`config.mk`:
```
export PLATFORM = sky130hd
export DESIGN_NAME = mem_arbiter
export DESIGN_NICKNAME = d
export VERILOG_FILES = /design/src/rtl/mem_arbiter_pkg.sv /design/src/rtl/mem_arbiter_wait_timer.sv /design/src/rtl/mem_arbiter.sv
export SDC_FILE = /design/constraint.sdc
export NUM_CORES = 1
export LEC_CHECK = 0
export ABC_CLOCK_PERIOD_IN_PS = 3300
export CORE_AREA = 3 3 201 203
export CTS_CLUSTER_SIZE = 10
export DETAILED_ROUTE_END_ITERATION = 16
export DIE_AREA = 0 0 204 206
export GPL_TIMING_DRIVEN = 0
export MAX_ROUTING_LAYER = met4
export PLACE_DENSITY = 0.57
export SYNTH_ARGS = -nofsm -noshare
export SYNTH_HDL_FRONTEND = slang
export SYNTH_SLANG_ARGS = --single-unit
```
`constraint.sdc`:
```
create_clock -name clock -period 3.3 [get_ports clock]
set_input_delay 0.66 -clock clock [delete_from_list [all_inputs] [get_ports clock]]
set_output_delay 0.66 -clock clock [all_outputs]
set_load 0.03 [all_outputs]
```
`src/rtl/mem_arbiter_pkg.sv`:
```
// Shared definitions for the two-requester memory arbiter: FSM states,
// read/write encoding, default widths and the round-robin pick helper.
package mem_arbiter_pkg;

    localparam int DEFAULT_ADDR_W   = 64;
    localparam int DEFAULT_DATA_W   = 64;
    localparam int DEFAULT_WAIT_MAX = 15;

    // Wait counter width; WAIT_MAX is limited to 1..255 so 8 bits suffice.
    localparam int WAIT_W  = 8;
    localparam int NUM_REQ = 2;

    localparam logic RW_READ  = 1'b1;
    localparam logic RW_WRITE = 1'b0;

    typedef enum logic [1:0] {
        IDLE   = 2'd0,
        ACCESS = 2'd1,
        DONE   = 2'd2
    } state_t;

    // Round-robin pick between two requesters. prio names the requester
    // that wins a tie; a lone requester always wins.
    function automatic logic rr_pick(input logic [NUM_REQ-1:0] req, input logic prio);
        if (req[0] && req[1]) begin
            return prio;
        end
        return req[1];
    endfunction

endpackage

```
`src/rtl/mem_arbiter_wait_timer.sv`:
```
// Wait counter for the ACCESS phase: cleared when an access starts, counts
// cycles spent without a memory response, flags the last allowed cycle.
module wait_timer
    import mem_arbiter_pkg::*;
#(
    parameter int WIDTH = WAIT_W
) (
    input  logic             clock,
    input  logic             reset,
    input  logic             clear,
    input  logic             enable,
    input  logic [WIDTH-1:0] limit,
    output logic             expired
);

    logic [WIDTH-1:0] count_reg;

    // Count ACCESS cycles without mem_ready; clear dominates enable.
    always_ff @(posedge clock) begin
        if (reset || clear) begin
            count_reg <= '0;
        end else if (enable) begin
            count_reg <= count_reg + WIDTH'(1);
        end
    end

    // High in the cycle whose unanswered wait would make the count reach
    // the limit, so the owner leaves ACCESS after exactly `limit` cycles.
    assign expired = (count_reg == (limit - WIDTH'(1)));

endmodule

```
`src/rtl/mem_arbiter.sv`:
```
// Two-requester round-robin memory arbiter. One access at a time passes
// through IDLE -> ACCESS -> DONE; a wait timer aborts accesses that the
// memory never answers and reports them with err=1.
module mem_arbiter
    import mem_arbiter_pkg::*;
#(
    parameter int ADDR_W   = DEFAULT_ADDR_W,
    parameter int DATA_W   = DEFAULT_DATA_W,
    parameter int WAIT_MAX = DEFAULT_WAIT_MAX   // legal range 1..255
) (
    input  logic              clock,
    input  logic              reset,
    input  logic              req0,
    input  logic              req1,
    input  logic              rw0,
    input  logic              rw1,
    input  logic [ADDR_W-1:0] addr0,
    input  logic [ADDR_W-1:0] addr1,
    input  logic [DATA_W-1:0] wdata0,
    input  logic [DATA_W-1:0] wdata1,
    output logic              gnt0,
    output logic              gnt1,
    output logic              done0,
    output logic              done1,
    output logic [DATA_W-1:0] rdata,
    output logic              err,
    output logic [ADDR_W-1:0] mem_address,
    output logic [DATA_W-1:0] mem_datao,
    output logic              mem_rw,
    output logic              mem_valid,
    input  logic [DATA_W-1:0] mem_data,
    input  logic              mem_ready
);

    localparam logic [WAIT_W-1:0] WAIT_LIMIT = WAIT_W'(WAIT_MAX);

    state_t state_reg, state_next;

    // owner: requester currently holding the bus; prio: who wins a tie next.
    logic owner_reg, owner_next;
    logic prio_reg, prio_next;

    logic              rw_reg;
    logic [ADDR_W-1:0] addr_reg;
    logic [DATA_W-1:0] wdata_reg;
    logic [DATA_W-1:0] rdata_reg;
    logic              err_reg;

    logic [NUM_REQ-1:0] req_vec;
    logic [NUM_REQ-1:0] gnt_vec;
    logic [NUM_REQ-1:0] done_vec;
    logic               any_req;
    logic               winner;

    logic latch_en;
    logic ready_hit;
    logic timeout_hit;
    logic timer_clear;
    logic timer_enable;
    logic timer_expired;

    assign req_vec = {req1, req0};
    assign any_req = |req_vec;
    assign winner  = rr_pick(req_vec, prio_reg);

    wait_timer #(
        .WIDTH (WAIT_W)
    ) u_wait_timer (
        .clock   (clock),
        .reset   (reset),
        .clear   (timer_clear),
        .enable  (timer_enable),
        .limit   (WAIT_LIMIT),
        .expired (timer_expired)
    );

    // State, owner and round-robin pointer registers.
    always_ff @(posedge clock) begin
        if (reset) begin
            state_reg <= IDLE;
            owner_reg <= 1'b0;
            prio_reg  <= 1'b0;
        end else begin
            state_reg <= state_next;
            owner_reg <= owner_next;
            prio_reg  <= prio_next;
        end
    end

    // Next-state logic: arbitrate in IDLE, wait for memory or timeout in
    // ACCESS, spend exactly one cycle in DONE for the completion pulse.
    always_comb begin
        state_next   = state_reg;
        owner_next   = owner_reg;
        prio_next    = prio_reg;
        latch_en     = 1'b0;
        ready_hit    = 1'b0;
        timeout_hit  = 1'b0;
        timer_clear  = 1'b0;
        timer_enable = 1'b0;
        case (state_reg)
            IDLE: begin
                if (any_req) begin
                    latch_en    = 1'b1;
                    owner_next  = winner;
                    prio_next   = ~winner;
                    timer_clear = 1'b1;
                    state_next  = ACCESS;
                end
            end
            ACCESS: begin
                // A response in the last allowed cycle still counts as success.
                if (mem_ready) begin
                    ready_hit  = 1'b1;
                    state_next = DONE;
                end else if (timer_expired) begin
                    timeout_hit = 1'b1;
                    state_next  = DONE;
                end else begin
                    timer_enable = 1'b1;
                end
            end
            DONE: begin
                state_next = IDLE;
            end
            default: begin
                state_next = IDLE;
            end
        endcase
    end

    // Command latch at grant time and result capture at the end of ACCESS.
    always_ff @(posedge clock) begin
        if (reset) begin
            rw_reg    <= 1'b0;
            addr_reg  <= '0;
            wdata_reg <= '0;
            rdata_reg <= '0;
            err_reg   <= 1'b0;
        end else begin
            if (latch_en) begin
                rw_reg    <= winner ? rw1    : rw0;
                addr_reg  <= winner ? addr1  : addr0;
                wdata_reg <= winner ? wdata1 : wdata0;
            end
            if (ready_hit) begin
                err_reg <= 1'b0;
                if (rw_reg == RW_READ) begin
                    rdata_reg <= mem_data;
                end
            end else if (timeout_hit) begin
                err_reg   <= 1'b1;
                rdata_reg <= '0;
            end
        end
    end

    // Per-requester grant and completion decode from the owner register.
    for (genvar gi = 0; gi < NUM_REQ; gi++) begin : g_req_out
        assign gnt_vec[gi]  = (state_reg != IDLE) && (owner_reg == 1'(gi));
        assign done_vec[gi] = (state_reg == DONE) && (owner_reg == 1'(gi));
    end

    assign gnt0  = gnt_vec[0];
    assign gnt1  = gnt_vec[1];
    assign done0 = done_vec[0];
    assign done1 = done_vec[1];
    assign rdata = rdata_reg;
    assign err   = err_reg;

    // Memory command is only driven while an access is in flight.
    assign mem_valid   = (state_reg == ACCESS);
    assign mem_address = mem_valid ? addr_reg : '0;
    assign mem_rw      = mem_valid & rw_reg;
    assign mem_datao   = (mem_valid && (rw_reg == RW_WRITE)) ? wdata_reg : '0;

endmodule

```
==> out/qor.csv <==
stage;metric;value;unit
setup_path;rr_startpoint;u_wait_timer.count_reg[0];
yosys;ys_seq_area_share;47.0;%
die;dieArea;0.0420;mm2
route;totalWireLength;42000;um
power_and_ir_drop;vdd.ir_drop.worst;0.000318;V
yosys;yosysWarnings;0;
placed_design;placed_cell_area;0.0147;mm2
setup_path;critical_path_class;register to output pin;
clocking;cts_root_buf;clkbuf_16;
layout;finalNonFillerCells;2060;
clocking;clkSinkCount;206;
setup_path;crit_required;2.64;ns
placed_design;gp_congestion;0.815;
setup_path;cp-start-kind;register;
yosys;synth_area_leaders;dfxtp_1 47%, and2_1 17%, a221o_1 11%, a21oi_1 5.7%, nand2_1 4.4%;
clocking;cts_tree;yes;
sta;worstMarginPinSlew;0.865;ns
yosys;synth_area;0.00878;mm2
layout;fin_util;39.9;%
layout;multi_input_area;0.00421;mm2
layout;drive_gt1_share;6.36;%
clocking;clock_path_buffers;3;
global_route;grt_pass1_vias;9767;
yosys;synthFlopType;dfxtp_1;
sta;finalCritPeriodShare;95.7;%
sta;slew_headroom;42.3;%
die;rows;72;
route;drtIter0Drc;557;
route;post_drt_wl_per_cell;20.4;um
power_and_ir_drop;powerDensity;440;mW/mm2
global_route;grt_max_degree;13;
placed_design;pre_cts_ws;-0.885;ns
route;drc_errors;0;
worst_hold_path;min_from;prio_reg;
global_route;grt_overflow;0;
clocking;cts_made_buffers;26;
route;routed_via_density;4.57;
layout;stdcell_area;0.0154;mm2
power_and_ir_drop;leakagePower;6.27;nW
layout;area_growth_syn_to_layout;75.5;%
layout;seq_area;0.00412;mm2
yosys;syn_inst;974;
yosys;yosys_register_bits;206;
yosys;synthDistinctLibCells;35;
setup_path;cp_max_fo;10;
setup_path;crit_start;state_reg[1];
clocking;insertion_delay;0.54;ns
sta;setup_ws;0.143;ns
sta;finalSetupViolCount;0;
sta;final.min_clock_period;3.16;ns
route;ant_nets;0;
sta;slew_viol_final;0;
route;drtPass1Iterations;5;
global_route;grt_first_pass_wirelength;60300;um
placed_design;io_buffers;524;
clocking;path_clk_slew;0.06;ns
layout;insertedDiodeCount;0;
yosys;synthMostInstantiatedCell;and2_1;
yosys;synth_edf_count;0;
die;die_h;206;um
yosys;async_reset_ff_share;0;%
setup_path;cp_data_arrival_time;2.50;ns
placed_design;dp_hpwl;32700;um
placed_design;dpl.cell_count;2016;
die;ios;526;
setup_path;end_kind;output pin;
yosys;synth_top_area_share;47.0;%
sta;clock_skew;0.0132;ns
clocking;h-tree-depth;1;
die;core_region_area;0.0386;mm2
outcome;status;completed;
worst_hold_path;min-delay-path-class;register to register;
clocking;ctsHoldBuffers;0;
yosys;syn-num-nets;1303;
sta;grt_setup_unrepaired;false;
sta;max_freq;317;MHz
yosys;synth_top_area_cell;dfxtp_1;
die;die_x;204;um
route;vias;9420;
job;cap_violations;0;
die;start_util;22.7;%
sta;hold_viol;0;
layout;final_nets;1859;
yosys;synth.avg_cell_area;9.01;um2
layout;fill_cells;3915;
global_route;grt_use_total;19.3;%
global_route;grt_antenna_before_repair;0;
yosys;synth_common_cells;234 x and2_1, 206 x dfxtp_1, 102 x nand2_1, 100 x a21oi_1, 99 x a221o_1;
-- power breakdown --
group          switching, mW  internal [mW]
Sequential            0.0822           2.67
Combinational          0.670          0.702
Clock                   1.10           1.56
-- area by class of cell --
| class | count | share of cell area, % |
|---|---|---|
| clock buffer | 38 | 4.92 |
| inverter | 5 | 0.122 |
| timing repair buffer | 528 | 33.6 |
| tap | 518 | 4.21 |
| multi-input combinational | 675 | 27.3 |
| sequential | 206 | 26.8 |
| clock inverter | 2 | 0.0894 |
| buffer | 88 | 2.99 |
-- layer usage --
layer | global-route usage (%) | wire [um] | share of wire (%) | up-vias
met5 | - | 0 | 0 | -
met4 | 3.98 | 820 | 2.0 | 0
met3 | 5.64 | 3510 | 8.4 | 42
met2 | 33.8 | 20700 | 49 | 379
met1 | 22.0 | 17000 | 40 | 4450
li1 | - | - | - | 4549
-- cells by family after synthesis --
logic type / after synthesis / share of synthesized area, %
adder cells (fa/ha/maj): 2 / 0.285
buffers and inverters: 93 / 5.18
AO/OA/AOI/OAI: 306 / 24.2
AND/OR/NAND/NOR: 364 / 23.0
flip-flops: 206 / 47.0
XOR/XNOR: 3 / 0.299
-- final timing paths --
kind	end	slack, ns	cells past startpoint
setup reg to reg	rdata[21]	1.05	7
setup / recovery	mem_datao[21]	0.14	8
hold / removal	prio_reg	0.47	1
hold reg to reg	prio_reg	0.47	1
-- worst max-delay path: stages, from the launching register on --
cell           delay, ns
dfxtp_1             0.37
nand2b_2            0.24
buf_4               0.21
nor2_4              0.13
buf_12              0.13
buf_12              0.10
clkbuf_2            0.20
and2_1              0.16
dlygate4sd2_1       0.39
-- layout by cell type, fill, tap and decap left out, types with 2 or more instances in the layout --
master,count
or3_1,3
buf_12,2
a21oi_1,100
clkbuf_16,27
xnor2_1,3
buf_1,4
nand4_1,2
clkdlybuf4s50_1,424
a221o_1,99
a22oi_1,30
clkdlybuf4s15_1,9
clkbuf_2,27
clkbuf_1,53
buf_4,3
nor2_1,7
and2_1,234
buf_2,13
dlymetal6s2s_1,13
inv_1,4
dlygate4sd2_1,61
nand2_1,102
dfxtp_1,206
buf_6,12
ha_1,2
o21ai_0,68
clkbuf_8,4
a211oi_1,2
a21o_1,3
clkbuf_4,2
and3_1,3
-- stage by stage --
| stage | hold slack (ns) | power (mW) | setup TNS (ns) |
|---|---|---|---|
| 4_1_cts | 0.469 | 6.91 | 0 |
| 6_report | 0.468 | 6.78 | 0 |
| 3_3_place_gp | 0.451 | 4.19 | -54.69 |
| 2_1_floorplan | 0.440 | 3.39 | 0 |
| 5_1_grt | 0.479 | 7.09 | 0 |
| 3_5_place_dp | 0.454 | 4.20 | -54.68 |
-- repair_timing --
action                     in CTS  in global routing
resized for setup             109                 57
setup buffers                   4                  0
hold endpoints to repair        0                  0
pin swaps                       1                  0
setup endpoints to repair     130                116
No activity file was read; power rests on OpenSTA's default activity.
